$ cat config.mk
export PLATFORM = sky130hd
export DESIGN_NAME = spi_rx_deser
export DESIGN_NICKNAME = d
export VERILOG_FILES = /design/src/rtl/spi_rx_deser.sv
export SDC_FILE = /design/constraint.sdc
export NUM_CORES = 1
export LEC_CHECK = 0
export CAP_MARGIN = 20
export CORE_MARGIN = 2
export CORE_UTILIZATION = 52
export DETAILED_ROUTE_END_ITERATION = 10
export GPL_TIMING_DRIVEN = 0
export MAX_ROUTING_LAYER = met4
export PLACE_DENSITY = 0.75
export RECOVER_POWER = 50
export SKIP_LAST_GASP = 1
export SLEW_MARGIN = 20
export SYNTH_ARGS = -nofsm -noshare
export SYNTH_HDL_FRONTEND = slang
export SYNTH_SLANG_ARGS = --single-unit
$ cat constraint.sdc
create_clock -name i_clk -period 1.9 [get_ports i_clk]
set_input_delay 0.38 -clock i_clk [delete_from_list [all_inputs] [get_ports i_clk]]
set_output_delay 0.38 -clock i_clk [all_outputs]
set_load 0.05 [all_outputs]
$ cat src/rtl/spi_rx_deser.sv
// spi_rx_deser: SPI receive deserializer feeding a small show-ahead FIFO.
// Samples one sdi bit per clk while ss is low and assembles DATA_W-bit words.
// Optional build macro SPI_RX_LSB_FIRST_EN: first sampled bit lands in bit 0
// (default is MSB first, matching the transmit shift stage).
module spi_rx_deser #(
  parameter int DATA_W     = 8,
  parameter int FIFO_DEPTH = 4,
  parameter int LEAD       = 2
) (
  input  logic                         i_clk,
  input  logic                         i_rst_n,
  input  logic                         i_ss,
  input  logic                         i_sdi,
  input  logic                         i_rd_ready,
  input  logic                         i_clr_err,
  output logic [DATA_W-1:0]            o_rd_data,
  output logic                         o_rd_valid,
  output logic [$clog2(FIFO_DEPTH):0]  o_fifo_count,
  output logic                         o_overflow,
  output logic                         o_frame_err
);
  localparam int AW = $clog2(FIFO_DEPTH);
  localparam int CW = AW + 1;
  localparam int BW = (DATA_W > 2) ? $clog2(DATA_W) : 1;

  typedef enum logic [1:0] {S_IDLE, S_LEAD, S_SHIFT, S_HOLD} state_t;

  state_t              r_state, w_next;
  logic [BW-1:0]       r_bit_cnt;
  logic [3:0]          r_lead_cnt;
  logic [DATA_W-1:0]   r_sr;
  logic                r_wr_vld;
  logic [DATA_W-1:0]   r_wr_data;
  logic [DATA_W-1:0]   r_mem [FIFO_DEPTH];
  logic [AW-1:0]       r_wr_ptr, r_rd_ptr;
  logic [CW-1:0]       r_count;
  logic                r_ovf, r_ferr;

  logic                w_shift, w_last, w_ferr_evt;
  logic [DATA_W-1:0]   w_word;
  logic                w_pop, w_full, w_drop, w_wr;

`ifdef SPI_RX_LSB_FIRST_EN
  assign w_word = {i_sdi, r_sr[DATA_W-1:1]};
`else
  assign w_word = {r_sr[DATA_W-2:0], i_sdi};
`endif

  // State register
  always_ff @(posedge i_clk or negedge i_rst_n) begin
    if (!i_rst_n) r_state <= S_IDLE;
    else          r_state <= w_next;
  end

  // Next-state logic. The IDLE edge that sees ss low is the first discarded
  // lead cycle, so the LEAD state only covers the remaining LEAD-1 edges.
  always_comb begin
    w_next = r_state;
    case (r_state)
      S_IDLE:  if (!i_ss) w_next = (LEAD <= 1) ? S_SHIFT : S_LEAD;
      S_LEAD:  if (i_ss) w_next = S_IDLE;
               else if (r_lead_cnt == 4'(LEAD - 1)) w_next = S_SHIFT;
      S_SHIFT: if (i_ss) w_next = S_IDLE;
               else if (w_last) w_next = S_HOLD;
      S_HOLD:  if (i_ss) w_next = S_IDLE;
      default: w_next = S_IDLE;
    endcase
  end

  // FSM outputs: sample enable, last-bit strobe, frame-error event.
  // With LEAD=0 the IDLE edge that sees ss low already samples bit 0.
  always_comb begin
    w_shift    = !i_ss && ((r_state == S_SHIFT) || ((r_state == S_IDLE) && (LEAD == 0)));
    w_last     = w_shift && (r_bit_cnt == BW'(DATA_W - 1));
    w_ferr_evt = (r_state == S_SHIFT) && i_ss;
  end

  // Bit/lead counters, shift register and the one-deep push stage.
  // The completed word is registered on the last-bit edge and enters the
  // FIFO on the following edge, so rd_valid rises LEAD+DATA_W+1 edges after ss.
  always_ff @(posedge i_clk or negedge i_rst_n) begin
    if (!i_rst_n) begin
      r_bit_cnt  <= '0;
      r_lead_cnt <= 4'd1;
      r_sr       <= '0;
      r_wr_vld   <= 1'b0;
      r_wr_data  <= '0;
    end else begin
      r_bit_cnt  <= (w_shift && !w_last) ? r_bit_cnt + 1'b1 : '0;
      r_lead_cnt <= (r_state == S_LEAD) ? r_lead_cnt + 4'd1 : 4'd1;
      if (w_shift) r_sr <= w_word;
      r_wr_vld   <= w_last;
      if (w_last) r_wr_data <= w_word;
    end
  end

  assign w_pop  = o_rd_valid && i_rd_ready;
  assign w_full = (r_count == CW'(FIFO_DEPTH));
  assign w_drop = r_wr_vld && w_full && !w_pop;
  assign w_wr   = r_wr_vld && !w_drop;

  // FIFO storage and pointers; a pop and a push on the same edge both take
  // effect (when full, the freed head slot is exactly the write slot).
  always_ff @(posedge i_clk or negedge i_rst_n) begin
    if (!i_rst_n) begin
      for (int i = 0; i < FIFO_DEPTH; i++) r_mem[i] <= '0;
      r_wr_ptr <= '0;
      r_rd_ptr <= '0;
      r_count  <= '0;
    end else begin
      if (w_wr) begin
        r_mem[r_wr_ptr] <= r_wr_data;
        r_wr_ptr        <= r_wr_ptr + 1'b1;
      end
      if (w_pop) r_rd_ptr <= r_rd_ptr + 1'b1;
      case ({w_wr, w_pop})
        2'b10:   r_count <= r_count + 1'b1;
        2'b01:   r_count <= r_count - 1'b1;
        default: r_count <= r_count;
      endcase
    end
  end

  // Sticky error flags; an event on the same edge as clr_err wins.
  always_ff @(posedge i_clk or negedge i_rst_n) begin
    if (!i_rst_n) begin
      r_ovf  <= 1'b0;
      r_ferr <= 1'b0;
    end else begin
      if (w_drop)         r_ovf <= 1'b1;
      else if (i_clr_err) r_ovf <= 1'b0;
      if (w_ferr_evt)     r_ferr <= 1'b1;
      else if (i_clr_err) r_ferr <= 1'b0;
    end
  end

  assign o_rd_valid   = (r_count != '0);
  assign o_rd_data    = r_mem[r_rd_ptr];
  assign o_fifo_count = r_count;
  assign o_overflow   = r_ovf;
  assign o_frame_err  = r_ferr;
endmodule

== Word-level counts from Yosys, hierarchy flattened ==
Index checks and enable logic that the tools add are counted.
Storage, ports and cells
  register bits after elaboration: 66
  input bits: 6
  output and inout bits: 14
  word-level logic and storage cells: 76
Operators by class
  add/subtract/negate cells: 6
  $lt $le $gt $ge: 3
  equality and inequality tests: 12
  multiplexer cells: 19
  bitwise gates (word level): 2
  reduce and logical (&&, ||, !) cells: 19
Operators by type and width (count)
  32-bit bitwise mux: 1
  8-bit 2-to-1 mux: 3
  8-bit binary-select mux with 2-bit select: 1
  8-bit demux with 2-bit select: 1
  2-bit 2-to-1 mux: 6
  1-bit logical AND: 9
  2-bit case mux with 4 select lines: 1
  3-bit by 1-bit adder with 3-bit output, second input constant: 2
  2-bit == test, second input constant: 3
  3-bit == test, second input constant: 2
  3-bit greater-or-equal comparator, second input constant: 2
  3-bit != test, second input constant: 2
  2-bit inverter with 3-bit output: 2
  3-bit case mux with 2 select lines: 1
  2-bit nonzero test: 3
  2-bit by 1-bit adder with 2-bit output, second input constant: 2
  4-bit by 1-bit adder with 4-bit output, second input constant: 1
  2-bit by 1-bit == test with 1-bit output, second input constant: 2
  4-bit by 1-bit == test with 1-bit output, second input constant: 1
  1-bit logical NOT: 4
  4-bit 2-to-1 mux: 1
  2-bit != test, second input constant: 2
  4-bit AND reduction: 1
  3-bit by 1-bit < comparator with 1-bit output, second input constant: 1
  other kinds (5): 7

== Logic depth before layout (Yosys ltp) ==
Gate-level depths: netlist of run 1.
  depth after elaboration: 8
  mapped depth: 8
  mapped depth without buffers: 8

== Worst setup path before layout of run 1 ==
OpenSTA, ideal clock, no wires.
  path kind: register to register
  from: reg r_count[0] (netlist: o_fifo_count[0])
  to: reg r_count[2] (netlist: o_fifo_count[2])
  setup time: 0.082 ns
  data arrival time: 2.290 ns
  data required time: 1.818 ns
  path slack: -0.473 ns
  stages on the path, launching flop included: 9
  buffers on the path: 0
  clock period less this slack: 2.373 ns
  cells stage by stage: dfrtp_1 > nor4b_4 > or2b_2 > ha_1 > inv_1 > fa_1 > xor2_1 > nor2_1 > xor2_1
Between the ends
  word-level cells in the longest chain between the ends: 8
  elaborated cells between the ends (all ways): 14
  those cells by class: add/sub (2); eq/ne (3); mux (1); reduce/logical (8)
RTL lines
  start, declared: line 36  | logic [CW-1:0] r_count;
  start signal, assigned: line 117  | 2'b10: r_count <= r_count + 1'b1;
  start signal, assigned: line 118  | 2'b01: r_count <= r_count - 1'b1;
  start signal, assigned: line 119  | default: r_count <= r_count;
  3-bit nonzero test: line 137  | assign o_rd_valid = (r_count != '0);
  1-bit logical AND: line 97  | assign w_pop = o_rd_valid && i_rd_ready;
  1-bit logical NOT: line 99  | assign w_drop = r_wr_vld && w_full && !w_pop;
  1-bit logical AND: line 99
  1-bit logical NOT: line 100  | assign w_wr = r_wr_vld && !w_drop;
  1-bit logical AND: line 100
  2-bit by 1-bit == test with 1-bit output / 2-bit == test (equally long branches): line 116  | case ({w_wr, w_pop})
  3-bit case mux with 2 select lines / 2-bit nonzero test (equally long branches)
Parallel ways exist; a longest one is shown, timed or not.
A chain may end at the register's enable or synchronous reset.

== Final worst setup path of run 1 ==
  from: reg r_rd_ptr[0]
  to: out o_rd_data[3]
Between the ends
  word-level cells in the longest chain between the ends: 4
RTL lines
  start, declared: line 35  | logic [AW-1:0] r_wr_ptr, r_rd_ptr;
  start signal, assigned: line 115  | if (w_pop) r_rd_ptr <= r_rd_ptr + 1'b1;
  2-bit inverter with 3-bit output (not written as such): line 138  | assign o_rd_data = r_mem[r_rd_ptr];
  8-bit binary-select mux with 2-bit select: line 138
  8-bit 2-to-1 mux (not written as such) (2 in series): line 138
  end, declared: line 16  | output logic [DATA_W-1:0] o_rd_data,
No other way between the ends. The select of a mux whose other input is x is not followed.

==> reports/metrics.csv, run 1 <==
metric,value,unit
Max Cap Violations,0,
largest family of logic cells by synthesized area,multiplexers,
Internal,0.002798,W
maximum clock frequency,503.6,MHz
worst-path maximum fanout,4,
clock root buffer master,clkbuf_8,
die height,78.12,um
hold_ws,0.4659,ns
Routed Antenna Nets,0,
Worst Setup Path Type,reg2out,
core footprint,0.005205,sq mm
post-synthesis adder-cell area fraction,0.04643,
Final period util,1.045,
"Data required, critical path",1.52,ns
clock period minus worst slack,1.986,ns
worst slew pin tran,0.9316,ns
Fin Clk Skew,0.009257,ns
syn_nets,204,
status,finished with violations,
fill cell count,382,
layout cell share with drive strength beyond 1,0.4569,
met2 Track Usage GR,0.3207,
Hold Crit Class,reg2reg,
Leakage Power,1.719,nW
num ports,20,
Psw,0.001200,W
Clk pwr share,0.300,
sw frac,0.3000,
Mean Syn Cell Area,15.19,sq um
Power Dens Cells,1149,mW/mm^2
area growth from synthesis to layout,21.81,%
CTS tree,built,
Synth Area in XOR/XNOR,0.02453,
count of final max-slew check failures,0,
HPWL after DPL,3459,um
IO buf count,19,
Total Power,0.003998,W
VDD IR max,0.8023,mV
RSZ-0062 raised after global routing,true,
post-synthesis mux area share,0.2558,
Synth top area share,0.5694,
routed wire length,5049,um
Inserted Clock Buffers,9,
row cnt,26,
top post-synthesis cells by area,"dfrtp_1 (57%), mux2_2 (19%), mux4_2 (6.3%), ha_1 (3.9%), xnor2_1 (1.2%)",
slew margin rel.,0.3790,
vias,1604,
synthesized area,0.002856,sq mm
capturing element type of the critical path,output port,
combinational share of power,0.253,
grt met3 use,0.05172,
clk slew on worst S/H paths,0.07,ns
global routing's busiest layer,met2,
Initial Utilization,0.5488,
violated checks,negative setup slack,
Fin. Hold Viols,0,
Yosys top cell by area,dfrtp_1,
Synth async-reset ratio,1.000,
iteration count of the initial detailed-routing pass,4,
worst-case clock buffer depth,2,
synth unique cells,29,
Most used DFF post-synth,dfrtp_1,
final RePlAce weighted congestion,0.7500,
routed len/inst,16.72,um
H-tree levels,3,
"top cells by count, synth","dfrtp_1 (65), mux2_2 (48), ha_1 (9)",
Vias/cell,5.311,
Final Setup Violations,10,
Worst-Skew Late Latency,0.34,ns
Synth Area in Compound Gates,0.01139,
diode count,0,
most frequent cell after synthesis,dfrtp_1,
vias in the first global route,1717,
register share of total power,0.447,
met1 global-route usage,0.2256,
full die area,0.006102,sq mm
sequential area share after synthesis,0.5786,
DRC viols,0,
fin worst setup slack,-0.08590,ns
number of synthesized register bits,66,
critical path arrival,1.61,ns
Horiz. Die Dim,78.12,um
largest net degree at the start of global routing,51,
Final Net Count,243,
gr ovfl total,0,
Post-synth EDFFs,0,
drt initial violations,70,
cell area after layout,0.003480,sq mm
clock sink total,66,
Syn Inst Count,188,
GRT Total Usage,0.1934,
Post-Synth Simple-Gate Area,0.06614,
warnings from Yosys,0,
first-pass GRT wire length,8528,um
initial antenna violation count,0,
CP startpoint kind,register,
DP Area,0.003181,sq mm
state kept, by name (all words and copies together), names as in the netlist, 2 cells and up:
| signal | count |
|---|---|
| o_fifo_count | 3 |
| r_bit_cnt | 3 |
| r_lead_cnt | 4 |
| r_mem | 32 |
| r_rd_ptr | 2 |
| r_sr | 7 |
| r_state | 2 |
| r_wr_data | 8 |
| r_wr_ptr | 2 |
cell families (layout without fill, tap and decap cells):
kind of cell | after synthesis | count (layout)
DFF | 66 | 66
muxes | 57 | 57
and+or+nand+nor | 30 | 30
buffers and inverters | 12 | 56
adders and majority gates | 10 | 10
xor gates and xnor gates | 8 | 8
AOI/OAI and AO/OA | 5 | 5
timing repair:
| item | CTS | global route |
|---|---|---|
| pin swaps | 4 | 2 |
| cloned | 0 | 1 |
| hold endpoints to repair | 15 | 0 |
| gates resized for setup | 60 | 15 |
| setup buffers | 5 | 2 |
| hold buffers | 1 | 0 |
| endpoints found under the setup margin | 14 | 12 |
layout make-up:
| cell class | count | area [sq um] | share of cell area |
|---|---|---|---|
| timing repair buffer | 29 | 294.0 | 0.08450 |
| clock inverter | 2 | 35.03 | 0.01007 |
| sequential | 66 | 1658 | 0.4764 |
| clock buffer | 14 | 172.7 | 0.04962 |
| tap | 70 | 87.58 | 0.02517 |
| inverter | 8 | 30.03 | 0.008630 |
| multi-input combinational | 110 | 1172 | 0.3369 |
| buffer | 3 | 30.03 | 0.008630 |
critical path: stages (launching register included):
cell and delay (ns):
dfrtp_2 0.42, clkbuf_16 0.17, mux4_2 0.51, buf_6 0.17
power by group through the flow:
stage / Combinational, W / Sequential (W) / Clock [W]
after floorplan: 0.000541 / 0.00187 / 0
after global placement: 0.000883 / 0.00175 / 0
after detailed placement: 0.000933 / 0.00177 / 0
after CTS: 0.000922 / 0.00179 / 0.00122
after global routing: 0.00109 / 0.00182 / 0.00129
final: 0.00101 / 0.00179 / 0.00120
per-layer routing:
layer,wire (um),share of wire
met4,83,0.016
met1,2233,0.44
met3,121,0.024
met2,2611,0.52
met5,0,0
layout by cell type, fill, tap and decap left out, drive strengths merged, types with 2 or more instances in the layout:
| cell type | netlist | routed |
|---|---|---|
| dfrtp | 65 | 65 |
| mux2 | 48 | 48 |
| buf | 4 | 20 |
| clkbuf | 0 | 16 |
| ha | 9 | 9 |
| nor2 | 9 | 9 |
| mux4 | 8 | 8 |
| inv | 8 | 8 |
| nand2 | 7 | 7 |
| xnor2 | 4 | 4 |
| nor3b | 4 | 4 |
| xor2 | 4 | 4 |
| dlygate4sd2 | 0 | 4 |
| and3b | 2 | 2 |
| o21ai | 2 | 2 |
| dlygate4sd3 | 0 | 2 |
| clkdlybuf4s50 | 0 | 2 |
| dlymetal6s2s | 0 | 2 |
worst paths after layout:
path | from | endpoint | slack (ns) | cells after the start
worst max-delay path | r_rd_ptr[0] | o_rd_data[3] | -0.09 | 3
worst min-delay path | r_bit_cnt[0] | r_bit_cnt[0] | 0.47 | 1
worst min register to register | r_bit_cnt[0] | r_bit_cnt[0] | 0.47 | 1
min in group asynchronous | i_rst_n | r_wr_ptr[0] | 0.71 | 2
worst max register to register | o_fifo_count[0] | o_fifo_count[2] | -0.06 | 8
max in group asynchronous | i_rst_n | r_rd_ptr[0] | 0.23 | 3
stage by stage:
| step | TNS (ns) | setup WS (ns) | std cells | util |
|---|---|---|---|---|
| 6_report | -0.5742 | -0.08590 | 302 | 0.6685 |
| 2_1_floorplan | -0.3843 | -0.2501 | 188 | - |
| 5_1_grt | -1.404 | -0.1332 | 302 | 0.6685 |
| 3_3_place_gp | -104.88 | -1.677 | 277 | 0.6063 |
| 3_5_place_dp | -9.722 | -0.7681 | 278 | 0.6111 |
| 4_1_cts | -0.6628 | -0.08687 | 299 | 0.6555 |
No activity file was read; power rests on OpenSTA's default activity.
==> run 2, diff against run 1 <==
CORE_MARGIN = unset   (was 2)
SLEW_MARGIN = unset   (was 20)
==> run 2 against run 1 <==
Compared with the run above: the run ends with max-capacitance violations, max-slew violations, negative setup slack left; critical path type unchanged; non-clock buffer count fell by 4; hold slack got worse by 0.023 ns; critical endpoint is now o_rd_data[6]; critical path depth is the same; global-route usage grew 0.26 points; clock-buffer cell count fell by 1; worst setup slack improved by 0.028 ns; routed wire length shrank 3.7%; sequential share of layout area is 0.85 points higher; combinational power fell by 5%; sequential cell count unchanged; cell area decreased by 1.8%.
==> reports/metrics.csv, run 2 (synthesis gave the netlist of run 1 again) <==
metric,value,unit
final RePlAce weighted congestion,0.7710,
largest register by flop count,r_mem,
Max Cap Violations,1,
Worst-Skew Late Latency,0.33,ns
layout cell share with drive strength beyond 1,0.4474,
first-pass GRT wire length,8204,um
top sig layer,met4,
Worst path depth,3,
met2 routed wirelength,2589,um
Final Setup Violations,9,
largest net degree at the start of global routing,39,
Initial Utilization,0.5488,
Routed met1 length,2044,um
full die area,0.005793,sq mm
count of final max-slew check failures,29,
violated checks,"max-capacitance violations, max-slew violations, negative setup slack",
die height,76.12,um
Total Power,0.003833,W
vias,1579,
routed wire length,4862,um
met3 routed WL,132,um
hold bufs inserted after CTS,0,
Horiz. Die Dim,76.12,um
flop2flop setup slack,-0.01,ns
clock sink total,66,
Slowest cell on crit path,mux4_2,
Routed Antenna Nets,0,
"Buf+Inv Stages, Crit Path",2,
worst-path maximum fanout,4,
Hold Crit Class,reg2reg,
clock period minus worst slack,1.957,ns
gr ovfl total,0,
DRC viols,0,
diode count,0,
reg2reg start,o_fifo_count[1],
Fin. Hold Viols,0,
fin worst setup slack,-0.05744,ns
core footprint,0.005205,sq mm
"slowest stage delay, CP",0.50,ns
max reg flops,32,
IO buf count,19,
Inserted Clock Buffers,9,
HPWL after DPL,3358,um
H-tree levels,3,
num ports,20,
GRT Total Usage,0.1960,
Final period util,1.030,
vias in the first global route,1672,
drt initial violations,69,
Post-Place Cells,278,
"Data required, critical path",1.52,ns
cell depth of the worst flop-to-flop path,8,
"commonest non-fill, non-tap cells in the layout","dfrtp_1 (61), mux2_2 (48), clkbuf_8 (9)",
r2r endpoint,o_fifo_count[2],
VDD IR max,0.6485,mV
initial antenna violation count,0,
"commonest non-fill, non-tap cell in the layout",dfrtp_1,
CTS tree,built,
Power Dens Cells,1121,mW/mm^2
worst slew pin tran,1.624,ns
Finished Layout Cells,298,
Vias/cell,5.299,
status,finished with violations,
capturing element type of the critical path,output port,
slew margin rel.,-0.08267,
Final Net Count,239,
area growth from synthesis to layout,19.67,%
top flop regs,"r_mem (32), r_wr_data (8), r_sr (7)",
Leakage Power,1.667,nW
"Critical Path, Cell by Cell",clkbuf_16 -> mux4_2 -> buf_6,
row cnt,26,
CP startpoint kind,register,
routed len/inst,16.32,um
worst-case clock buffer depth,2,
iteration count of the initial detailed-routing pass,4,
Worst Setup Path Type,reg2out,
clk slew on worst S/H paths,0.06,ns
Critical Path Sink,o_rd_data[6],
maximum clock frequency,510.9,MHz
CP startpoint,r_rd_ptr[0],
"delay-heaviest family, CP",multiplexers,
clock root buffer master,clkbuf_8,
RSZ-0062 raised after global routing,true,
critical path arrival,1.58,ns
Fin Clk Skew,0.004321,ns
==> run 2: repair_timing <==
item                                    CTS  global route
endpoints found under the setup margin   14            10
gates cloned                              0             1
pin swaps                                 3             0
setup buffers                             4             0
gates resized for setup                  60            11
==> run 2: worst min path at each step <==
stage                       startpoint               to  slack, ns  depth (start not counted)
after floorplan                i_rst_n  o_fifo_count[0]       0.08                          0
after global placement    r_bit_cnt[0]     r_bit_cnt[0]       0.42                          1
after detailed placement  r_bit_cnt[0]     r_bit_cnt[0]       0.43                          1
after CTS                      i_rst_n         r_mem[5]       0.09                          1
after global routing      r_bit_cnt[0]     r_bit_cnt[0]       0.46                          1
final                     r_bit_cnt[0]     r_bit_cnt[0]       0.44                          1
==> run 2: stage by stage <==
stage	TNS, ns	setup WS (ns)	util	area (sq um)	hold slack (ns)
2_1_floorplan	-0.3843	-0.2501	-	2878	0.08441
3_3_place_gp	-103.33	-1.649	0.6063	3156	0.4245
3_5_place_dp	-10.06	-0.7021	0.6091	3171	0.4348
4_1_cts	-0.5966	-0.09342	0.6447	3356	0.09446
5_1_grt	-0.8194	-0.1067	0.6567	3418	0.4609
6_report	-0.3999	-0.05744	0.6567	3418	0.4430
==> run 2: where the power goes <==
group | internal [W] | switching [W]
sequential | 0.00159 | 0.000206
clock | 0.000604 | 0.000479
combinational | 0.000473 | 0.000482
==> run 2: per-layer routing <==
layer | vias to the layer above | GRT usage
met5 | - | -
met2 | 23 | 0.3136
li1 | 731 | -
met4 | 0 | 0.1038
met1 | 813 | 0.2387
met3 | 12 | 0.03593
==> run 2: layout make-up <==
cell class                 instances  area [sq um]
inverter                           8         30.03
multi-input combinational        110          1172
clock inverter                     3         40.04
sequential                        66          1658
buffer                             3         30.03
fill                             385          1787
timing repair buffer              25         261.5
tap                               70         87.58
clock buffer                      13         138.9
